==> src/rtl/div_result_stage_if.sv <==
// Handshake/result bundle between the control unit (master) and the divider result stage (slave).
interface div_result_stage_if;
  logic        start;
  logic        op_signed;
  logic        dividend_neg;
  logic        divisor_neg;
  logic        divisor_zero;
  logic [63:0] div_z;
  logic [31:0] hi_q;
  logic [31:0] lo_q;
  logic        busy;
  logic        done;
  logic        dz;

  modport master (
    output start, op_signed, dividend_neg, divisor_neg, divisor_zero, div_z,
    input  hi_q, lo_q, busy, done, dz
  );

  modport slave (
    input  start, op_signed, dividend_neg, divisor_neg, divisor_zero, div_z,
    output hi_q, lo_q, busy, done, dz
  );
endinterface

==> src/rtl/div_result_stage.sv <==
// Result stage of the magnitude divider: waits for ripple settle, captures {rem,quo},
// applies signed correction and writes HI/LO. Optional stats counters via DIV_RESULT_STATS_EN.
module div_result_stage #(
  parameter int unsigned SETTLE_CYCLES = 2
) (
  input  logic              clk,
  input  logic              clr,
  div_result_stage_if.slave bus
`ifdef DIV_RESULT_STATS_EN
  ,
  output logic [15:0]       op_count,
  output logic [15:0]       dz_count
`endif
);

  typedef enum logic [2:0] {
    IDLE,
    SETTLE,
    CAPTURE,
    FIX,
    WRITE,
    ABORT
  } state_t;

  localparam logic [3:0] CNT_INIT = 4'(SETTLE_CYCLES - 1);

  state_t      state, state_n;
  logic [3:0]  cnt, cnt_n;
  logic [31:0] rem, rem_n;
  logic [31:0] quo, quo_n;
  logic [31:0] hi_r, hi_n;
  logic [31:0] lo_r, lo_n;
  logic        busy_r, busy_n;
  logic        done_r, done_n;
  logic        dz_r, dz_n;
  logic        sgn, sgn_n;
  logic        dneg, dneg_n;
  logic        vneg, vneg_n;
  logic        zero_l, zero_n;

  assign bus.hi_q = hi_r;
  assign bus.lo_q = lo_r;
  assign bus.busy = busy_r;
  assign bus.done = done_r;
  assign bus.dz   = dz_r;

  always_ff @(posedge clk) begin
    if (clr) begin
      state  <= IDLE;
      cnt    <= '0;
      rem    <= '0;
      quo    <= '0;
      hi_r   <= '0;
      lo_r   <= '0;
      busy_r <= 1'b0;
      done_r <= 1'b0;
      dz_r   <= 1'b0;
      sgn    <= 1'b0;
      dneg   <= 1'b0;
      vneg   <= 1'b0;
      zero_l <= 1'b0;
    end else begin
      state  <= state_n;
      cnt    <= cnt_n;
      rem    <= rem_n;
      quo    <= quo_n;
      hi_r   <= hi_n;
      lo_r   <= lo_n;
      busy_r <= busy_n;
      done_r <= done_n;
      dz_r   <= dz_n;
      sgn    <= sgn_n;
      dneg   <= dneg_n;
      vneg   <= vneg_n;
      zero_l <= zero_n;
    end
  end

  always_comb begin
    state_n = state;
    cnt_n   = cnt;
    rem_n   = rem;
    quo_n   = quo;
    hi_n    = hi_r;
    lo_n    = lo_r;
    busy_n  = busy_r;
    done_n  = 1'b0;
    dz_n    = dz_r;
    sgn_n   = sgn;
    dneg_n  = dneg;
    vneg_n  = vneg;
    zero_n  = zero_l;

    case (state)
      IDLE: begin
        if (bus.start) begin
          sgn_n  = bus.op_signed;
          dneg_n = bus.dividend_neg;
          vneg_n = bus.divisor_neg;
          zero_n = bus.divisor_zero;
          dz_n   = 1'b0;
          busy_n = 1'b1;
          if (bus.divisor_zero) begin
            state_n = ABORT;
          end else begin
            state_n = SETTLE;
            cnt_n   = CNT_INIT;
          end
        end
      end
      SETTLE: begin
        if (cnt == '0) state_n = CAPTURE;
        else           cnt_n   = cnt - 4'd1;
      end
      CAPTURE: begin
        rem_n   = bus.div_z[63:32];
        quo_n   = bus.div_z[31:0];
        state_n = FIX;
      end
      FIX: begin
        // Remainder follows the dividend's sign; -0x80000000 wraps to itself.
        if (sgn) begin
          if (dneg ^ vneg) quo_n = -quo;
          if (dneg)        rem_n = -rem;
        end
        state_n = WRITE;
      end
      WRITE: begin
        hi_n    = rem;
        lo_n    = quo;
        done_n  = 1'b1;
        busy_n  = 1'b0;
        state_n = IDLE;
      end
      ABORT: begin
        dz_n    = zero_l;
        done_n  = 1'b1;
        busy_n  = 1'b0;
        state_n = IDLE;
      end
      default: state_n = IDLE;
    endcase
  end

`ifdef DIV_RESULT_STATS_EN
  always_ff @(posedge clk) begin
    if (clr) begin
      op_count <= '0;
      dz_count <= '0;
    end else begin
      if (state == WRITE) op_count <= op_count + 16'd1;
      if (state == ABORT) dz_count <= dz_count + 16'd1;
    end
  end
`endif

endmodule

==> src/flat_wrapper.sv <==
// flat-port wrapper written by rule: the top's interface ports become plain ports
module div_result_stage_flat 
#(
  parameter int unsigned SETTLE_CYCLES = 2
)
  (clk, clr, bus_start, bus_op_signed, bus_dividend_neg, bus_divisor_neg, bus_divisor_zero, bus_div_z, bus_hi_q, bus_lo_q, bus_busy, bus_done, bus_dz);
  div_result_stage_if bus_i ();
  input  logic clk;
  input  logic clr;
  input wire logic [$bits(bus_i.start)-1:0] bus_start;
  input wire logic [$bits(bus_i.op_signed)-1:0] bus_op_signed;
  input wire logic [$bits(bus_i.dividend_neg)-1:0] bus_dividend_neg;
  input wire logic [$bits(bus_i.divisor_neg)-1:0] bus_divisor_neg;
  input wire logic [$bits(bus_i.divisor_zero)-1:0] bus_divisor_zero;
  input wire logic [$bits(bus_i.div_z)-1:0] bus_div_z;
  output wire logic [$bits(bus_i.hi_q)-1:0] bus_hi_q;
  output wire logic [$bits(bus_i.lo_q)-1:0] bus_lo_q;
  output wire logic [$bits(bus_i.busy)-1:0] bus_busy;
  output wire logic [$bits(bus_i.done)-1:0] bus_done;
  output wire logic [$bits(bus_i.dz)-1:0] bus_dz;
  assign bus_i.start = bus_start;
  assign bus_i.op_signed = bus_op_signed;
  assign bus_i.dividend_neg = bus_dividend_neg;
  assign bus_i.divisor_neg = bus_divisor_neg;
  assign bus_i.divisor_zero = bus_divisor_zero;
  assign bus_i.div_z = bus_div_z;
  assign bus_hi_q = bus_i.hi_q;
  assign bus_lo_q = bus_i.lo_q;
  assign bus_busy = bus_i.busy;
  assign bus_done = bus_i.done;
  assign bus_dz = bus_i.dz;
  div_result_stage #(.SETTLE_CYCLES(SETTLE_CYCLES)) u_core (.clk(clk), .clr(clr), .bus(bus_i));
endmodule
==> config.mk <==
export PLATFORM = sky130hd
export DESIGN_NAME = div_result_stage_flat
export DESIGN_NICKNAME = d
export VERILOG_FILES = /design/src/rtl/div_result_stage_if.sv /design/src/rtl/div_result_stage.sv /design/src/flat_wrapper.sv
export SDC_FILE = /design/constraint.sdc
export NUM_CORES = 1
export LEC_CHECK = 0
export CAP_MARGIN = 20
export CORE_ASPECT_RATIO = 1.2
export CORE_MARGIN = 4
export CORE_UTILIZATION = 47
export CTS_CLUSTER_DIAMETER = 60
export DETAILED_ROUTE_END_ITERATION = 8
export GPL_ROUTABILITY_DRIVEN = 0
export GPL_TIMING_DRIVEN = 1
export MAX_ROUTING_LAYER = met4
export PLACE_DENSITY = 0.76
export SKIP_LAST_GASP = 1
export SLEW_MARGIN = 20
export SYNTH_ARGS = -nofsm -noshare
export SYNTH_HDL_FRONTEND = slang
export SYNTH_SLANG_ARGS = --single-unit
==> constraint.sdc <==
create_clock -name clk -period 2.37 [get_ports clk]
set_clock_uncertainty 0.15 [all_clocks]
set_input_delay 0.711 -clock clk [delete_from_list [all_inputs] [get_ports clk]]
set_output_delay 0.711 -clock clk [all_outputs]
set_load 0.005 [all_outputs]
* After elaboration in Yosys (flattened, before gate mapping)
Index checks and enable logic that the tools add are counted.
** Storage, ports and cells
- Word-level logic and storage cells :: 62
- Bits of input ports :: 71
- Output and inout bits :: 67
- Register bits :: 142
** Operators by class
- Bitwise operators :: 1
- Eq/ne operators :: 12
- Add/subtract/negate cells :: 3
- Multiplexer cells :: 19
- Reductions and logical operators :: 14
** Operators by type and width (count)
- two-way mux 32 bit :: 4
- case mux 32 bit (2 select lines) :: 2
- negator 32 bit :: 2
- two-way mux 4 bit :: 3
- case mux 3 bit (4 select lines) :: 1
- two-way mux 3 bit :: 3
- inequality test 2 x 1 -> 1 bit (second input constant) :: 4
- case mux 4 bit (2 select lines) :: 1
- AND reduction 2 bit :: 4
- nonzero test 2 bit :: 4
- == test 3 x 2 -> 1 bit (second input constant) :: 2
- == test 3 bit (second input constant) :: 2
- inequality test 2 bit (second input constant) :: 3
- AND reduction 3 bit :: 2
- logical NOT 4 bit :: 1
- case mux 1 bit (2 select lines) :: 2
- AND reduction 4 bit :: 1
- subtractor 4 x 1 -> 4 bit (second input constant) :: 1
- == test 3 x 1 -> 1 bit (second input constant) :: 1
- logical NOT 3 bit :: 1
- two-way mux 1 bit :: 3
- OR reduction 2 bit :: 1
- XOR 1 bit :: 1

* Longest topological paths before layout
Gate-level depths: netlist of run 1.
- Word-level depth :: 4
- Gate-level depth with buffers :: 9
- Depth with buffers taken out :: 7

* Worst setup path before layout of run 1
OpenSTA, ideal clock, no wires.
- Path type :: reg-to-reg
- Start point :: reg u_core.rem[0]
- End point :: reg u_core.rem[26]
- Cell stages (with the launch flop) :: 10
- Setup slack :: -0.129 ns
- Clock period less this slack :: 2.499 ns
- Data arrival time :: 2.230 ns
- Buffers on the path :: 2
- Required time :: 2.101 ns
- Setup time :: 0.119 ns
- Cell sequence :: dfxtp_1 -> inv_1 -> ha_1 -> or3b_2 -> clkbuf_1 -> or4_1 -> clkbuf_1 -> nor3_1 -> a21oi_1 -> o221a_2
** Between the ends
- Longest elaborated chain between the ends :: 4
** Ends and longest elaborated chain
- from (decl) :: line div_result_stage.sv:29 : logic [31:0] rem, rem_n;
- from (signal assigned) :: line div_result_stage.sv:65 : rem <= rem_n;
- negator 32 bit :: line div_result_stage.sv:124 : if (dneg) rem_n = -rem;
- two-way mux 32 bit :: line div_result_stage.sv:124
- two-way mux 32 bit :: line div_result_stage.sv:122 : if (sgn) begin
- case mux 32 bit (2 select lines) :: line div_result_stage.sv:94 : case (state)
No other way between the ends. The select of a mux whose other input is x is not followed.
A chain may end at the register's enable or synchronous reset.

* Worst setup path in the final report of run 1
- Start point :: reg u_core.quo[7]
- End point :: reg u_core.quo[27]
** Between the ends
- Longest elaborated chain between the ends :: 4
** Ends and longest elaborated chain
- from (decl) :: line div_result_stage.sv:30 : logic [31:0] quo, quo_n;
- from (signal assigned) :: line div_result_stage.sv:66 : quo <= quo_n;
- negator 32 bit :: line div_result_stage.sv:123 : if (dneg ^ vneg) quo_n = -quo;
- two-way mux 32 bit :: line div_result_stage.sv:123
- two-way mux 32 bit :: line div_result_stage.sv:122
- case mux 32 bit (2 select lines) :: line div_result_stage.sv:94
No other way between the ends. The select of a mux whose other input is x is not followed.

==> summary.txt, run 1 <==
Setup path
  • Max incr delay on CP: between 500 and 600 ps
  • CP endpoint kind: register
  • Slowest CP cell: or4_4
  • Critical path fanouts, max: 7
  • Worst setup path class: reg2reg
  • Most frequent CP cell: or4_4
  • Reg-to-reg slack, setup: -20 ps
  • Worst path arrival time: 2530 ps
  • CP cell instances: or4_4, or4_4, or4_1, a21oi_2, nor4_2
  • Critical path data required time: roughly 2500 ps
  • Startpoint types: register

Timing
  • Final period utilization: 1.006
  • Post-route minimum period: between 2000 and 2500 ps
  • Final worst-path setup slack: -15.00 ps
  • Max-slew violation count: 0
  • Slew margin rel.: 0.5589
  • Fin. Hold Viols: 0
  • Hold WS: between 300 and 400 ps
  • Fmax: between 400 and 500 MHz
  • Endpoints failing setup: 1
  • Unrepaired setup endpoints after global routing: yes
  • Worst Tran Pin Value: 661.6 ps
  • Setup TNS Final: -15.00 ps

Yosys
  • Synth Area in Compound Gates: 0.2238
  • Post-synth EDFFs: 0
  • Yosys reg bits: ~140
  • Post-synth top area share: 0.4120
  • Top post-synthesis cells by area: dfxtp_1, nand2_1, a21oi_1, nor2_1, clkbuf_1
  • Synth async-reset ratio: 0
  • Synthesized-area fraction occupied by xor and xnor cells: 0.003808
  • Synth Area in Adders: 0.007254
  • Number of distinct library cells after synthesis: 67
  • Mapped Cells: between 900 and 1000
  • Mux share of post-synthesis cell area: 0.01469
  • Top FF cell, synth: dfxtp_1
  • Simple-gate share of the synthesized area: 0.2938
  • Register area share after synthesis: 0.4120
  • Synth warnings: 0
  • Synth area leader: dfxtp_1
  • Post-synthesis net count: ~1000
  • Largest family of logic cells by synthesized area: simple AND/OR/NAND/NOR gates
  • Post-Syn Area: 0.006899 sq mm
  • Most common cell in the netlist: nand2_1
  • Synth cell count leaders: nand2_1, dfxtp_1, a21oi_1, nor2_1, clkbuf_1
  • Mean Syn Cell Area: about 7.6 sq um

CTS
  • CTS root buffer: clkbuf_16
  • Setup Fix Bufs, Post-CTS: 0
  • Inserted Clock Buffers: 17
  • Max clock buf depth: 2
  • Clk Latency, worst-skew pair: between 400 and 500 ps
  • Clk sink count: 142
  • CTS tree: done
  • Worst-path clk slew: roughly 60 ps
  • Hold-fix buffers at CTS: 0
  • H-tree lvl count: 4

Die
  • Core area: approximately 0.014 sq mm
  • Die height: 140.7 microns
  • Row cnt: 48
  • Starting density of the core: 0.4786
  • Total die area: approximately 0.017 sq mm
  • Die Wd: roughly 120 microns
  • IO Pins: 138

Drt
  • Drt total wl: about 21 mm
  • ANT nets after route: 0
  • Detailed-route via count: roughly 7400
  • Wire per inst: 16.69 microns
  • Detailed-route DRC error count: 0
  • Drt first pass iters: 5
  • Initial detailed-routing violation count: 716
  • Via/cell ratio: 5.959

Pwr
  • VDD IR max: approximately 0.59 mV
  • Total power: slightly below 8 mW
  • Sw power: ~2.3 mW
  • Internal: roughly 5.6 mW
  • Switch share: 0.2890
  • Pwr per Cell Area: 821.8 mW/mm^2
  • Clock Power Share: 0.406
  • Sequential power share: 0.337
  • Combinational share of power: 0.257
  • Lkg Pwr: about 3.5 nW

Run status
  • Failing checks: negative setup slack
  • Outcome: finished, violations left

Global routing
  • Initial antenna violation count: 0
  • Number of global-route vias before repair: just under 7000
  • Remaining global-route overflow: 0
  • First-pass GRT wire length: approximately 34 mm
  • Global routing's busiest layer: met2
  • GR Layer Usage met2: 0.3901
  • Met3 usage: 0.04695
  • Total global-route track usage: 0.2557
  • M1 GR Usage: 0.3353
  • Pin count of the biggest net entering global routing: between 80 and 90

Final layout
  • Core Util, Final: 0.6680
  • Layout Nets: between 1000 and 1500
  • Share of layout cells above drive strength 1: 0.1293
  • Post-route cell area: about 0.0096 sq mm
  • Fill cell count: ~1200
  • Antenna Cells: 0
  • Layout area overhead: 39.55%

Run
  • Max-Cap Viols: 0

Placed design
  • IO buf count: approximately 140
  • Placed standard-cell area: between 0.008 and 0.009 sq mm
  • HPWL after detailed placement: about 14 mm

Hold path
  • HP Class: reg2reg
## path summary, 6_finish.rpt
kind / cells past startpoint / from / to
max: 5 / u_core.quo[7] / u_core.quo[27]
min: 2 / u_core.bus.lo_q[21] / u_core.bus.lo_q[21]
max reg2reg: 5 / u_core.quo[7] / u_core.quo[27]
min reg2reg: 2 / u_core.bus.lo_q[21] / u_core.bus.lo_q[21]
## kinds of logic (layout without fill, tap and decap cells)
kind of cell,Yosys count,count (layout)
muxes,10,10
DFF,142,142
and+or+nand+nor,423,423
adders and majority gates,4,4
xor gates and xnor gates,3,3
AOI/OAI and AO/OA,248,248
buffers and inverters,80,245
## routing by layer
metal	vias to the layer above	wire length, microns
met5	-	0
met4	0	504
met3	45	1394
met2	306	9791
met1	3522	9174
li1	3576	-
## sequential cells by signal, summed over array words and instances (netlist names), 3 cells and up
register         count
u_core.bus.hi_q     32
u_core.bus.lo_q     32
u_core.quo          32
u_core.rem          32
u_core.cnt           4
u_core.state         3
## through the flow
stage	setup WS, ps	instances
2_1_floorplan	-61.14	910
3_3_place_gp	5.952	1218
3_5_place_dp	-52.10	1218
4_1_cts	-16.23	1250
5_1_grt	-92.96	1250
6_report	-15.00	1250
## power by group through the flow
stage	Combinational (mW)	Sequential [mW]	Clock, mW
after CTS	1.97	2.66	3.24
after detailed placement	1.94	2.70	0
after global placement	1.91	2.70	0
after global routing	2.23	2.68	3.35
after floorplan	1.24	2.67	0
final	2.03	2.66	3.21
## final cells by class
type,instances,area (sq um),share of cell area
clock buffer,21,480.5,0.04990
clock inverter,11,232.7,0.02417
inverter,8,30.03,0.003119
multi-input combinational,688,3854,0.4003
sequential,142,2845,0.2955
tap,175,219.0,0.02274
timing repair buffer,205,1967,0.2043
## cells in the final DEF, fill, tap and decap left out, types with 4 or more instances in the layout
| cell | count |
|---|---|
| inv_1 | 6 |
| nor3_1 | 27 |
| nand4_1 | 10 |
| dfxtp_1 | 140 |
| and3_1 | 7 |
| o21ai_0 | 28 |
| nor2b_1 | 5 |
| o22ai_1 | 8 |
| nor4_2 | 4 |
| a311oi_1 | 8 |
| clkbuf_8 | 4 |
| a21o_1 | 6 |
| a22oi_1 | 15 |
| bufinv_16 | 7 |
| and2_1 | 4 |
| a22o_1 | 4 |
| a211oi_1 | 9 |
| or2_2 | 5 |
| a21oi_1 | 113 |
| buf_4 | 62 |
| a31oi_1 | 13 |
| or4_1 | 10 |
| buf_12 | 7 |
| clkbuf_16 | 17 |
| nor2_1 | 78 |
| or3_1 | 15 |
| nor4_1 | 22 |
| nand2_1 | 181 |
| mux2i_1 | 9 |
| clkdlybuf4s50_1 | 136 |
| nand2b_1 | 12 |
| nand3_1 | 16 |
| or4_4 | 6 |
| o31ai_1 | 7 |
## critical path: cells and delay by family (launching register included)
| kind | cells | cell delay [ps] |
|---|---|---|
| simple gates | 4 | 1620 |
| flops | 1 | 310 |
| compound gates | 1 | 160 |
## repair_timing
action | in CTS | in global routing
resized for setup | 4 | 9
cloned | 0 | 0
pin swaps | 1 | 3
setup endpoints to repair | 7 | 13
Power figures use the tool's default switching activity.
==> inputs of run 2 (changes only) <==
PLACE_DENSITY = not set   (was 0.76)
PLACE_DENSITY_LB_ADDON = 0.1   (was not set)
==> summary.txt, run 2 (same netlist as run 1, synthesis figures left out) <==
Timing
  • Endpoints failing setup: 0 (was 1)
  • Slew margin rel.: 0.5834 (was 0.5589)
  • Max-slew violation count: 0 (unchanged)
  • Hold WS: 301.6 ps (was 301.9 ps)
  • Unrepaired setup endpoints after global routing: yes (unchanged)
  • Final period utilization: 0.9947 (was 1.006)
  • Post-route minimum period: 2357 ps (was 2385 ps)
  • Fin. Hold Viols: 0 (unchanged)
  • Fmax: 424.2 MHz (was 419.3 MHz)
  • Worst Tran Pin Value: 623.4 ps (was 661.6 ps)

Placed design
  • HPWL after detailed placement: 14.63 mm (was 14.22 mm)
  • IO buf count: 137 (unchanged)

Setup path
  • Startpoint types: register (unchanged)
  • CP endpoint kind: register (unchanged)
  • Critical path data required time: 2570 ps (was 2510 ps)
  • Worst path arrival time: 2550 ps (was 2530 ps)
  • Worst setup path class: reg2reg (unchanged)
  • Critical path fanouts, max: 4 (was 7)

Drt
  • Initial detailed-routing violation count: 720 (was 716)
  • Detailed-route DRC error count: 0 (unchanged)
  • Wire per inst: 16.91 microns (was 16.69 microns)
  • Via/cell ratio: 5.836 (was 5.959)
  • Detailed-route via count: 7406 (was 7449)
  • Drt total wl: 21.45 mm (was 20.86 mm)
  • Drt first pass iters: 8 (was 5)
  • ANT nets after route: 0 (unchanged)

CTS
  • Clk sink count: 142 (unchanged)
  • Hold-fix buffers at CTS: 0 (unchanged)
  • H-tree lvl count: 4 (unchanged)
  • Clk Latency, worst-skew pair: 420 ps (was 430 ps)
  • Inserted Clock Buffers: 17 (unchanged)
  • CTS root buffer: clkbuf_16 (unchanged)
  • CTS tree: done (unchanged)
  • Max clock buf depth: 2 (unchanged)
  • Worst-path clk slew: 60 ps (about the same)

Pwr
  • Lkg Pwr: 3.574 nW (was 3.525 nW)
  • Pwr per Cell Area: 788.4 mW/mm^2 (was 821.8 mW/mm^2)
  • VDD IR max: 0.5255 mV (was 0.5861 mV)

Global routing
  • Total global-route track usage: 0.2596 (was 0.2557)
  • Number of global-route vias before repair: 7023 (was 6952)
  • Initial antenna violation count: 0 (unchanged)
  • Pin count of the biggest net entering global routing: 77 (was 83)
  • Remaining global-route overflow: 0 (unchanged)
  • First-pass GRT wire length: 34.62 mm (was 34.43 mm)

Final layout
  • Commonest non-fill, non-tap cells in the layout: nand2_1, dfxtp_1, clkdlybuf4s50_1 (unchanged)
  • Core Util, Final: 0.6747 (was 0.6680)
  • Layout Nets: 1156 (was 1137)
  • Layout area overhead: 40.95% (was 39.55%)
  • Share of layout cells above drive strength 1: 0.1490 (was 0.1293)
  • Most common cell after layout, fill and taps aside: nand2_1 (unchanged)
  • Antenna Cells: 0 (unchanged)
  • Fill cell count: 1257 (was 1188)

Hold path
  • HP Class: reg2reg (unchanged)

Die
  • Starting density of the core: 0.4786 (unchanged)
  • Total die area: 0.01669 sq mm (unchanged)
  • Die Wd: 118.6 microns (unchanged)
  • Core area: 0.01441 sq mm (unchanged)
  • IO Pins: 138 (unchanged)
  • Row cnt: 48 (unchanged)
  • Die height: 140.7 microns (unchanged)

Run
  • Max-Cap Viols: 0 (unchanged)

Run status
  • Outcome: finished, final reports clean (was finished, violations left)
[run 2: final cells by class]
cell class | count | area [sq um] | share of cell area
clock inverters | 10 | 136.4 | 0.01402
inverters | 8 | 32.53 | 0.003345
repair buffers | 224 | 2112 | 0.2172
clock buffers | 22 | 474.2 | 0.04876
well taps | 175 | 219.0 | 0.02252
multi-input cells | 688 | 3901 | 0.4012
flip-flops and latches | 142 | 2849 | 0.2930
[run 2: metrics by stage]
stage	instance area (sq um)	setup slack, ps	instances	power (mW)	setup TNS (ps)
3_5_place_dp	8970	-14.50	1235	4.745	-14.50
6_report	9724	12.66	1269	7.667	0
5_1_grt	9724	-70.05	1269	8.006	-300.9
4_1_cts	9608	-22.26	1269	7.524	-30.69
2_1_floorplan	6948	-61.14	910	3.905	-125.5
3_3_place_gp	8970	-8.201	1235	4.733	-8.201
[run 2: path summary, 6_finish.rpt]
check	cells past startpoint	slack [ps]	from	to
setup / recovery	7	10	u_core.rem[7]	u_core.rem[28]
hold / removal	2	300	u_core.bus.lo_q[23]	u_core.bus.lo_q[23]
setup reg to reg	7	10	u_core.rem[7]	u_core.rem[28]
hold reg to reg	2	300	u_core.bus.lo_q[23]	u_core.bus.lo_q[23]
[run 2: report_power, final]
group	switching (mW)	total [mW]	leakage, nW	internal [mW]
sequential	0.136	2.65	1.15	2.52
combinational	1.21	2.26	2.13	1.04
clock	1.02	2.76	0.292	1.73
[run 2: critical path: stages (launching register included)]
cell and delay (ps):
dfxtp_1 330, or4_4 550, buf_4 160, or4_1 450
nor4_1 230, buf_4 180, nand3_1 70, a31oi_1 160
[run 2: layer usage]
| metal | part of all wire | global-route usage | up-vias |
|---|---|---|---|
| li1 | - | - | 3622 |
| met1 | 0.40 | 0.2930 | 3458 |
| met2 | 0.51 | 0.4512 | 274 |
| met3 | 0.059 | 0.04775 | 52 |
| met4 | 0.030 | 0.1098 | 0 |
| met5 | 0 | - | - |
[run 2: repair_timing]
action | CTS | global route
gates cloned | 0 | 0
endpoints found under the setup margin | 2 | 21
buffers inserted | 2 | 0
resized for setup | 3 | 29
pin swaps | 4 | 18
